**src/rtl/microwave_pkg.sv**
```systemverilog
// Shared types and width helpers for the microwave timer controller.
package microwave_pkg;

  typedef enum logic [2:0] {
    IDLE  = 3'd0,
    OPEN  = 3'd1,
    COOK  = 3'd2,
    PAUSE = 3'd3,
    BELL  = 3'd4
  } state_t;

  // Counter width able to hold 0..n-1, never narrower than one bit.
  function automatic int cnt_w(input int n);
    return (n > 1) ? $clog2(n) : 1;
  endfunction

  // Width of a power-level field able to hold 0..levels.
  function automatic int pwr_w(input int levels);
    return $clog2(levels + 1);
  endfunction

endpackage

```
**src/rtl/tick_prescaler.sv**
```systemverilog
// Divides clk down to a one-cycle tick every TICK_DIV enabled cycles.
module tick_prescaler
  import microwave_pkg::*;
#(
  parameter int TICK_DIV = 1000
) (
  input  logic clk,
  input  logic nrst,
  input  logic en,
  input  logic clr,
  output logic tick
);

  localparam int CW = cnt_w(TICK_DIV);
  localparam logic [CW-1:0] LAST = CW'(TICK_DIV - 1);

  logic [CW-1:0] cnt;

  always_ff @(posedge clk or negedge nrst) begin
    if (!nrst)    cnt <= '0;
    else if (clr) cnt <= '0;
    else if (en)  cnt <= (cnt == LAST) ? '0 : cnt + 1'b1;
  end

  assign tick = en & (cnt == LAST);

endmodule

```
**src/rtl/microwave_timer_ctrl.sv**
```systemverilog
// Microwave controller: door interlock, countdown, power duty cycling, pause/resume, bell.
module microwave_timer_ctrl
  import microwave_pkg::*;
#(
  parameter  int TIME_W     = 8,
  parameter  int TICK_DIV   = 1000,
  parameter  int PWR_LEVELS = 4,
  parameter  int BELL_TICKS = 3,
  localparam int PWR_W      = pwr_w(PWR_LEVELS)
) (
  input  logic              clk,
  input  logic              nrst,
  input  logic              door,
  input  logic              start,
  input  logic              cancel,
  input  logic [TIME_W-1:0] time_in,
  input  logic [PWR_W-1:0]  pwr_in,
  output logic              heat,
  output logic              light,
  output logic              bell,
  output logic [TIME_W-1:0] remaining,
  output logic [2:0]        state_o
);

  localparam int PH_W = cnt_w(PWR_LEVELS);
  localparam int BC_W = cnt_w(BELL_TICKS);

  state_t state, nxt;
  logic [PWR_W-1:0] pwr_q;
  logic [PH_W-1:0]  phase;
  logic [BC_W-1:0]  bell_cnt;
  logic             tick, start_ok, bell_done, load, cook_tick, abort;

  assign start_ok  = start & ~door & (time_in != '0) & (pwr_in != '0) &
                     (pwr_in <= PWR_W'(PWR_LEVELS));
  assign bell_done = tick & (bell_cnt == BC_W'(BELL_TICKS - 1));
  assign load      = (state == IDLE) & (nxt == COOK);
  assign cook_tick = (state == COOK) & ~door & ~cancel & tick;
  assign abort     = ((state == COOK) & ~door & cancel) | ((state == PAUSE) & cancel);

  tick_prescaler #(.TICK_DIV(TICK_DIV)) u_presc (
    .clk  (clk),
    .nrst (nrst),
    .en   ((state == COOK) | (state == BELL)),
    .clr  (load | ((state == COOK) & (nxt == BELL))),
    .tick (tick)
  );

  always_ff @(posedge clk or negedge nrst) begin
    if (!nrst) state <= IDLE;
    else       state <= nxt;
  end

  // Priority within each state: door > cancel > start > tick.
  always_comb begin
    nxt = state;
    case (state)
      IDLE:  if (door) nxt = OPEN;
             else if (start_ok) nxt = COOK;
      OPEN:  if (!door) nxt = IDLE;
      COOK:  if (door) nxt = PAUSE;
             else if (cancel) nxt = IDLE;
             else if (tick && remaining == TIME_W'(1)) nxt = BELL;
      PAUSE: if (cancel) nxt = door ? OPEN : IDLE;
             else if (start && !door) nxt = COOK;
      BELL:  if (door) nxt = OPEN;
             else if (cancel || bell_done) nxt = IDLE;
      default: nxt = IDLE;
    endcase
  end

  always_comb begin
    heat  = 1'b0;
    light = 1'b0;
    bell  = 1'b0;
    case (state)
      OPEN:  light = 1'b1;
      COOK:  begin
               light = 1'b1;
               heat  = PWR_W'(phase) < pwr_q;
             end
      PAUSE: light = 1'b1;
      BELL:  bell  = 1'b1;
      default: ;
    endcase
  end

  always_ff @(posedge clk or negedge nrst) begin
    if (!nrst) begin
      remaining <= '0;
      pwr_q     <= '0;
      phase     <= '0;
      bell_cnt  <= '0;
    end else begin
      if (load) begin
        remaining <= time_in;
        pwr_q     <= pwr_in;
        phase     <= '0;
      end else if (abort) begin
        remaining <= '0;
      end else if (cook_tick) begin
        if (remaining != '0) remaining <= remaining - 1'b1;
        phase <= (phase == PH_W'(PWR_LEVELS - 1)) ? '0 : phase + 1'b1;
      end
      // Bell counter only lives inside BELL, so every entry starts from zero.
      if (state != BELL)     bell_cnt <= '0;
      else if (bell_done)    bell_cnt <= '0;
      else if (tick)         bell_cnt <= bell_cnt + 1'b1;
    end
  end

  assign state_o = state;

endmodule
```
**config.mk**
```make
export PLATFORM = sky130hd
export DESIGN_NAME = microwave_timer_ctrl
export DESIGN_NICKNAME = d
export VERILOG_FILES = /design/src/rtl/microwave_pkg.sv /design/src/rtl/tick_prescaler.sv /design/src/rtl/microwave_timer_ctrl.sv
export SDC_FILE = /design/constraint.sdc
export NUM_CORES = 1
export LEC_CHECK = 0
export ABC_CLOCK_PERIOD_IN_PS = 4100
export CORE_UTILIZATION = 49
export DETAILED_ROUTE_END_ITERATION = 8
export DONT_BUFFER_PORTS = 1
export GPL_ROUTABILITY_DRIVEN = 0
export SYNTH_ARGS = -nofsm -noshare
export SYNTH_HDL_FRONTEND = slang
export SYNTH_SLANG_ARGS = --single-unit
```
**constraint.sdc**
```tcl
create_clock -name clk -period 4.1 [get_ports clk]
set_clock_uncertainty 0.15 [all_clocks]
set_input_delay 0.615 -clock clk [delete_from_list [all_inputs] [get_ports clk]]
set_output_delay 0.615 -clock clk [all_outputs]
set_load 0.05 [all_outputs]
```
==> summary.md <==
| Metric | Value |
|---|---|
| Achievable Freq | around 360 MHz |
| Critical path capture point type | output pin |
| Syn avg cell area | a little over 9 um2 |
| Detailed-route DRC error count | 0 |
| Met2 Use GR | 0.404 |
| GR Util met1 | 0.282 |
| Maxcap violations | 0 |
| Crit path required time | 3.34 ns |
| XOR/XNOR share of the synthesized area | 0.0504 |
| Leakage power | 0.796 nW |
| Hold Buf Count CTS | 2 |
| Max Root-Sink Buffers | 2 |
| Antenna violations before repair | 0 |
| Post-CTS Resized | 0 |
| Clock transition at path regs | 0.15 ns |
| Worst relative slew slack | 0.413 |
| Post-DP HPWL | 2.94 mm |
| GRT overflow | 0 |
| Ratio of cells with drive above 1 in the final layout | 0.0794 |
| Syn-to-layout area delta | 5.62% |
| Ports | 30 |
| Met3 Use GR | 0.0357 |
| Synthesized instance count | 190 |
| Final Util | 0.546 |
| Dpl ws | roughly 1.3 ns |
| Post-Synth Adder-Cell Area | 0.0432 |
| Mux contribution to synthesized area | 0.0180 |
| Compound-Gate Fraction of Synth Area | 0.101 |
| Nets | 212 |
| TritonCTS clock tree | yes |
| Period Utilization, post-route | 0.687 |
| Pin count of the biggest net entering global routing | 29 |
| WS Path Type | reg2out |
| Overall global routing resource usage | 0.224 |
| Fillers | 338 |
| #FFs+latches synth | 28 |
| Final setup violation count | 0 |
| Total die area | 0.00379 mm2 |
| Unrepaired setup endpoints after global routing | false |
| Post-Route Setup TNS | 0 ns |
| IO Port Bufs | 0 |
| Ant. Diodes | 0 |
| DRT Pass-1 Iters | 4 |
| Power, Total | roughly 0.87 mW |
| Main combinational cell family by area after synthesis | simple AND/OR/NAND/NOR gates |
| Simple-gate share of the synthesized area | 0.341 |
| Routed Antenna Nets | 0 |
| Seq/Total Area, Yosys | 0.403 |
| Worst setup SP type | flop |
| CORE AREA | 0.00336 mm2 |
| Synthesized area | 0.00174 mm2 |
| Final WS setup | 1.28 ns |
| Crit-path max FO | 10 |
| Outcome | complete, no violations |
| Vias in the first global route | 1361 |
| Hold Worst Slack | 0.226 ns |
| Clock root buffer | clkbuf_4 |
| Routed WL per cell | 16.3 um |
| Num CTS Buffers | 3 |
| Final period demand of the worst path | 2.82 ns |
| DRT Wirelength | around 3.8 mm |
| H-tree depth | 1 |
| Clk Latency, worst-skew pair | 0.32 ns |
| Mapped Nets | 212 |
| DRT iter0 DRCs | 55 |
| Cell variety after synth | 49 |
| Slew Viols, Final | 0 |
| Pwr/cell area | 472 mW/mm2 |
| Initial Utilization | 0.517 |
| Clk sinks | 28 |
| Peak VDD IR | 0.000284 V |
| Via count of the routed design | 1347 |
| First-pass GRT wire length | ~6.2 mm |
| Row count | 21 |
| Die Y | 61.6 um |
| Most Crowded Layer GR | met2 |
| Final Hold Fails | 0 |
| Setup Buffers After CTS | 0 |
| Crit path DAT | around 2.1 ns |
| Syn. warnings | 0 |
| Min-delay worst type | in2reg |
| Measured slew at the worst slew-check pin | between 0.8 and 0.9 ns |
| Die Width | roughly 62 um |
| Vias per cell | 5.73 |
[registers in the layout, summed over array words and instances (netlist names)]
name / flops
bell_cnt: 2
phase: 2
pwr_q: 3
remaining: 8
state_o: 3
u_presc.cnt: 10
[placed cells by master, fill, tap and decap left out, types with 4 or more instances in the layout]
master / synthesis / final
dfrtp_1: 28 / 28
nand2_1: 26 / 26
nor2_1: 23 / 23
nand3_1: 12 / 12
inv_1: 9 / 9
xor2_1: 7 / 7
ha_1: 6 / 6
o21ai_0: 5 / 5
nor3_1: 5 / 5
nand3b_1: 5 / 5
nor4_1: 4 / 4
nand4_1: 4 / 4
[area by class of cell]
type,instances,area [um2],area share
Sequential cell,28,701,0.382
Inverter,9,33.8,0.0184
Clock buffer,3,22.5,0.0123
Timing Repair Buffer,2,30.0,0.0164
Clock inverter,1,30.0,0.0164
Tap cell,46,57.6,0.0314
Multi-Input combinational cell,146,961,0.524
[power by group]
part / switching, mW / leakage (nW) / internal, mW / total (mW)
Sequential: 0.159 / 0.372 / 0.324 / 0.483
Clock: 0.0829 / 0.0279 / 0.0988 / 0.182
Combinational: 0.113 / 0.396 / 0.0879 / 0.201
Total: 0.355 / 0.796 / 0.511 / 0.866
[worst max-delay path, cell delays in order (launching register included)]
cell,delay (ns)
dfrtp_1,0.83
nor2_1,0.18
nor2_1,0.71
[synthesized netlist by cell type, drive strengths merged]
master | count | share of area
a2111oi | 1 | 0.0086
a211oi | 1 | 0.0043
a21oi | 3 | 0.0086
a22o | 2 | 0.010
a311o | 1 | 0.0058
a311oi | 1 | 0.0050
a31oi | 1 | 0.0036
and2 | 2 | 0.0072
and3 | 2 | 0.0072
buf | 6 | 0.022
clkbuf | 1 | 0.0022
dfrtp | 28 | 0.40
ha | 6 | 0.043
inv | 9 | 0.019
mux2 | 1 | 0.0065
mux2i | 2 | 0.012
nand2 | 26 | 0.056
nand2b | 2 | 0.0072
nand3 | 13 | 0.040
nand3b | 5 | 0.022
nand4 | 4 | 0.014
nand4b | 3 | 0.015
nor2 | 23 | 0.050
nor2b | 2 | 0.0072
nor3 | 7 | 0.026
nor3b | 2 | 0.015
nor4 | 5 | 0.027
nor4b | 2 | 0.019
o2111ai | 3 | 0.015
o211a | 2 | 0.012
o211ai | 1 | 0.0043
o21ai | 5 | 0.014
o31ai | 1 | 0.0043
o32ai | 1 | 0.0050
or2 | 2 | 0.0072
or3 | 2 | 0.010
or3b | 1 | 0.0050
or4b | 1 | 0.0058
xnor2 | 3 | 0.015
xor2 | 7 | 0.035
[routing by layer]
layer | vias to the layer above | part of all wire
met2 | 24 | 0.53
met1 | 648 | 0.43
li1 | 673 | -
met4 | 0 | 0.0060
met5 | - | 0
met3 | 2 | 0.034
[logic make-up (layout without fill, tap and decap cells)]
group	count (synthesis)	in the layout
mux	3	3
simple gates	104	104
xor+xnor	10	10
buf+inv	16	15
flops	28	28
compound gates	23	23
fa+ha+maj	6	6
[path summary, 6_finish.rpt]
kind | endpoint | cells after the start | start | slack [ns]
worst max-delay path | light | 2 | state_o[0]$_DFF_PN0_ | 1.28
worst min-delay path | pwr_q[0]$_DFFE_PN0P_ | 2 | pwr_in[0] | 0.23
worst max register to register | remaining[0]$_DFFE_PN0P_ | 5 | state_o[0]$_DFF_PN0_ | 1.32
worst min register to register | pwr_q[0]$_DFFE_PN0P_ | 2 | pwr_q[0]$_DFFE_PN0P_ | 0.35
max in group asynchronous | remaining[3]$_DFFE_PN0P_ | 2 | nrst | 3.10
min in group asynchronous | u_presc.cnt[9]$_DFFE_PN0P_ | 2 | nrst | 0.55
[metrics by stage]
step / instance area [um2] / cells
after global placement: 1750 / 229
after global routing: 1840 / 235
after floorplan: 1740 / 190
final: 1840 / 235
after CTS: 1840 / 235
after detailed placement: 1750 / 229
Note: power is estimated with default switching activity, not from simulation.
==> RTL change 1: new RTL, config.mk and constraints unchanged <==
`TICK_DIV` is set to 1000 in 2 places; all go to 2000.
--- a/src/rtl/tick_prescaler.sv
+++ b/src/rtl/tick_prescaler.sv
@@ -4,3 +4,3 @@
 #(
-  parameter int TICK_DIV = 1000
+  parameter int TICK_DIV = 2000
 ) (
--- a/src/rtl/microwave_timer_ctrl.sv
+++ b/src/rtl/microwave_timer_ctrl.sv
@@ -5,3 +5,3 @@
   parameter  int TIME_W     = 8,
-  parameter  int TICK_DIV   = 1000,
+  parameter  int TICK_DIV   = 2000,
   parameter  int PWR_LEVELS = 4,
Function: same outputs for any inputs over 10 cycles, from zero or initial values and one cycle with nrst low; that may be too few to reach the edited logic, so the function may still have changed.
==> RTL change 1 against the unedited design <==
Clock power is 10% higher. Wire length is 1.6% lower. Cell count is 3.0% higher. Via count is 3.6% higher. Sequential cell count is 1 higher. Largest power group unchanged. Sequential share of layout area is 0.16 points higher. Area after synthesis is 1.1% higher. Worst setup slack worse by 0.063 ns. Largest cell class unchanged. Cell area is 3.1% higher. Utilization is 1.3 points higher. Power is 0.13% lower. Maximum frequency is 2.2% lower.
==> RTL change 1: results <==
INSERT INTO impl_metrics (metric_group, metric, value, unit) VALUES
('clocking', 'ctsHtreeMaxLevel', '2', ''),
('layout', 'biggestRegsByFlops', 'u_presc.cnt x11, remaining x8', ''),
('global_routing', 'largest_net_degree_at_the_start_of_global_routing', '30', ''),
('detailed_routing', 'final_wirelength', '3760', 'um'),
('detailed_routing', 'route.detailed.vias_per_inst', '5.77', ''),
('synthesis', 'synth_xor_area_share', '7.48', '%'),
('layout', 'layout.nets', '217', ''),
('setup_path', 'crit_arrival', '2.97', 'ns'),
('layout', 'layoutNonFillerInstCount', '242', ''),
('clocking', 'cts_buffers', '5', ''),
('synthesis', 'adder_cell_share_of_the_synthesized_area', '4.27', '%'),
('placed_design', 'post-place-cells', '232', ''),
('global_routing', 'gr_layer_usage_met3', '9.73', '%'),
('pwr', 'cellLeakagePower', '0.000802', 'uW'),
('synthesis', 'mapped_avg_cell_area', '9.29', 'sq um'),
('global_routing', 'use_met1', '26.0', '%'),
('detailed_routing', '1st_iter_drt_viols', '53', ''),
('layout', 'final_layout_size_suffix_gt1_share', '11.7', '%'),
('status', 'run_status', 'finished clean', ''),
('synthesis', 'synth_area_leaders', 'dfrtp_1, xor2_1, nand2_1, ha_1, nor2_1', ''),
('setup_path', 'path_max_fanout', '13', ''),
('global_routing', 'groute.layer.met2.usage', '37.0', '%'),
('placed_design', 'hpwl', '2820', 'um'),
('synthesis', 'synth_compound_gate_area_share', '8.26', '%'),
('pwr', 'clockNetworkPower', '201', 'uW'),
('pwr', 'power.switching_fraction', '40.9', '%');
RTL change 1: final timing paths:
kind                                    to  startpoint  slack (ns)  cells after the start
max                           remaining[2]  state_o[2]        1.22                      5
min                           remaining[7]  time_in[7]        0.24                      2
max reg2reg                   remaining[2]  state_o[2]        1.22                      5
min in group asynchronous       state_o[1]        nrst        0.56                      2
max in group asynchronous  u_presc.cnt[10]        nrst        3.08                      2
min reg2reg                       pwr_q[0]    pwr_q[0]        0.34                      2
RTL change 1: critical path, stage by stage, from the launching register on:
cell	delay (ns)
dfrtp_1	0.80
xnor2_1	0.31
nor3_2	0.70
nand4_1	0.29
mux2_2	0.35
a22o_1	0.19
RTL change 1: stage by stage:
stage	area, sq um	worst slack, ns	util (%)
after floorplan	1760	0.894	-
after global placement	1790	1.32	52.9
after detailed placement	1790	1.23	52.9
after CTS	1890	1.24	55.9
after global routing	1890	1.09	55.9
final	1890	1.22	55.9
RTL change 1: area by class of cell:
| type | instances | area (sq um) | share of cell area [%] |
|---|---|---|---|
| sequential | 29 | 726 | 38.3 |
| inverter | 6 | 22.5 | 1.19 |
| clock inverter | 1 | 5.00 | 0.264 |
| timing repair buffer | 3 | 37.5 | 1.98 |
| clock buffer | 7 | 65.1 | 3.44 |
| multi-input combinational | 150 | 980 | 51.8 |
| tap | 46 | 57.6 | 3.04 |
RTL change 1: cell families (layout without fill, tap and decap cells):
kind of cell | after synthesis | after routing
compound gates | 25 | 25
xor+xnor | 15 | 15
buf+inv | 10 | 17
mux | 6 | 6
fa+ha+maj | 6 | 6
flops | 29 | 29
simple gates | 98 | 98
RTL change 1: routing by layer:
metal,vias up,routed length (um),part of all wire (%)
met5,-,0,0
met4,0,60,1.6
met3,6,223,5.9
met2,35,1800,48
met1,673,1670,44
li1,682,-,-
==> RTL change 2: new RTL, same flow settings <==
Made on the original files. Compare `bell_cnt` against `BC_W'(BELL_TICKS - 1)` with >= in place of ==.
--- a/src/rtl/microwave_timer_ctrl.sv
+++ b/src/rtl/microwave_timer_ctrl.sv
@@ -35,3 +35,3 @@
                      (pwr_in <= PWR_W'(PWR_LEVELS));
-  assign bell_done = tick & (bell_cnt == BC_W'(BELL_TICKS - 1));
+  assign bell_done = tick & (bell_cnt >= BC_W'(BELL_TICKS - 1));
   assign load      = (state == IDLE) & (nxt == COOK);
Behaviour: no difference found for any inputs over 10 cycles, from zero or initial values and one cycle with nrst low; that may be too few to reach the edited logic, so the function may still have changed.
==> RTL change 2 against the unedited design <==
Wire length is 4.8% higher. Power increased by 3.5%. Combinational power decreased by 10%. Sequential cell count did not move. Cell area increased by 1.7%. Area after synthesis is 2.5% higher. Worst setup slack got worse by 0.029 ns. Count of clock-buffer cells in the layout unchanged. Synthesized cell count rose by 8.4%. Critical path type unchanged.
==> RTL change 2: results <==
INSERT INTO impl_metrics (metric_group, metric, value, unit) VALUES
('hold_path', 'min_from', 'pwr_in[2]', ''),
('layout', 'n_all_inverters', '12', ''),
('hold_path', 'timing.hold.worst_endpoint', 'pwr_q[2]', ''),
('setup_path', 'reg2reg_launch_point', 'state_o[1]', ''),
('global_routing', 'gr_layer_usage_met3', '4.78', '%'),
('pwr', 'irDropWorstVdd', '0.374', 'mV'),
('setup_path', 'crit_arrival', '2.08', 'ns'),
('synthesis', 'most_common_library_cells_after_synthesis', 'dfrtp_1, nand2_1, nor2_1', ''),
('global_routing', 'grt_pass1_wl', '6830', 'um'),
('detailed_routing', '1st_iter_drt_viols', '64', ''),
('status', 'run_status', 'finished clean', ''),
('timing', 'worst-slew-pin-transition', '1.05', 'ns'),
('synthesis', 'synth_area_leaders', 'dfrtp_1, nand2_1, ha_1, a21oi_1, o21ai_0', ''),
('detailed_routing', 'wire_per_inst', '16.1', 'um'),
('layout', 'final_layout_size_suffix_gt1_share', '5.42', '%'),
('layout', 'layout.comb_gates.multi_input', '157', ''),
('placed_design', 'hpwl', '2880', 'um'),
('setup_path', 'reg_to_reg_slack_setup', '1.39', 'ns'),
('global_routing', 'via_count_of_the_first_global_routing_pass', '1447', ''),
('global_routing', 'groute.layer.met2.usage', '38.2', '%');
-- RTL change 2: logic make-up after synthesis --
| group | Yosys count | synth area share [%] |
|---|---|---|
| AND/OR/NAND/NOR | 96 | 29.5 |
| AO/OA/AOI/OAI | 42 | 14.4 |
| flip-flops | 28 | 39.3 |
| buffers and inverters | 21 | 5.62 |
| XOR/XNOR | 7 | 3.44 |
| adder cells (fa/ha/maj) | 7 | 4.92 |
| multiplexers | 5 | 2.81 |
-- RTL change 2: power by group --
| group | internal, uW | switching [uW] | total [uW] |
|---|---|---|---|
| Sequential | 334 | 194 | 528 |
| Clock | 99.0 | 89.3 | 188 |
| Combinational | 77.6 | 103 | 180 |
-- RTL change 2: critical path, stage by stage (launching register included) --
cell,delay [ns]
dfrtp_1,0.84
nor2_1,0.18
nor2_1,0.71
-- RTL change 2: worst max-delay path by stage --
stage | to | slack, ns
2_1_floorplan | light | 1.71
3_3_place_gp | remaining[2] | 1.50
3_5_place_dp | remaining[4] | 1.41
4_1_cts | light | 1.26
5_1_grt | light | 1.17
6_report | light | 1.26
-- RTL change 2: per-stage QoR --
| stage | util (%) | hold WS, ns | total power (uW) | std cells |
|---|---|---|---|---|
| 5_1_grt | 54.7 | 0.225 | 951 | 249 |
| 3_5_place_dp | 52.2 | 0.170 | 703 | 243 |
| 2_1_floorplan | - | 0.169 | 655 | 206 |
| 3_3_place_gp | 52.2 | 0.170 | 695 | 243 |
| 6_report | 54.7 | 0.214 | 896 | 249 |
| 4_1_cts | 54.7 | 0.203 | 899 | 249 |
-- RTL change 2: layer usage --
| metal | vias to the layer above | share of wire [%] |
|---|---|---|
| li1 | 718 | - |
| met1 | 695 | 46 |
| met2 | 40 | 48 |
| met3 | 4 | 5.1 |
| met4 | 0 | 0.82 |
| met5 | - | 0 |
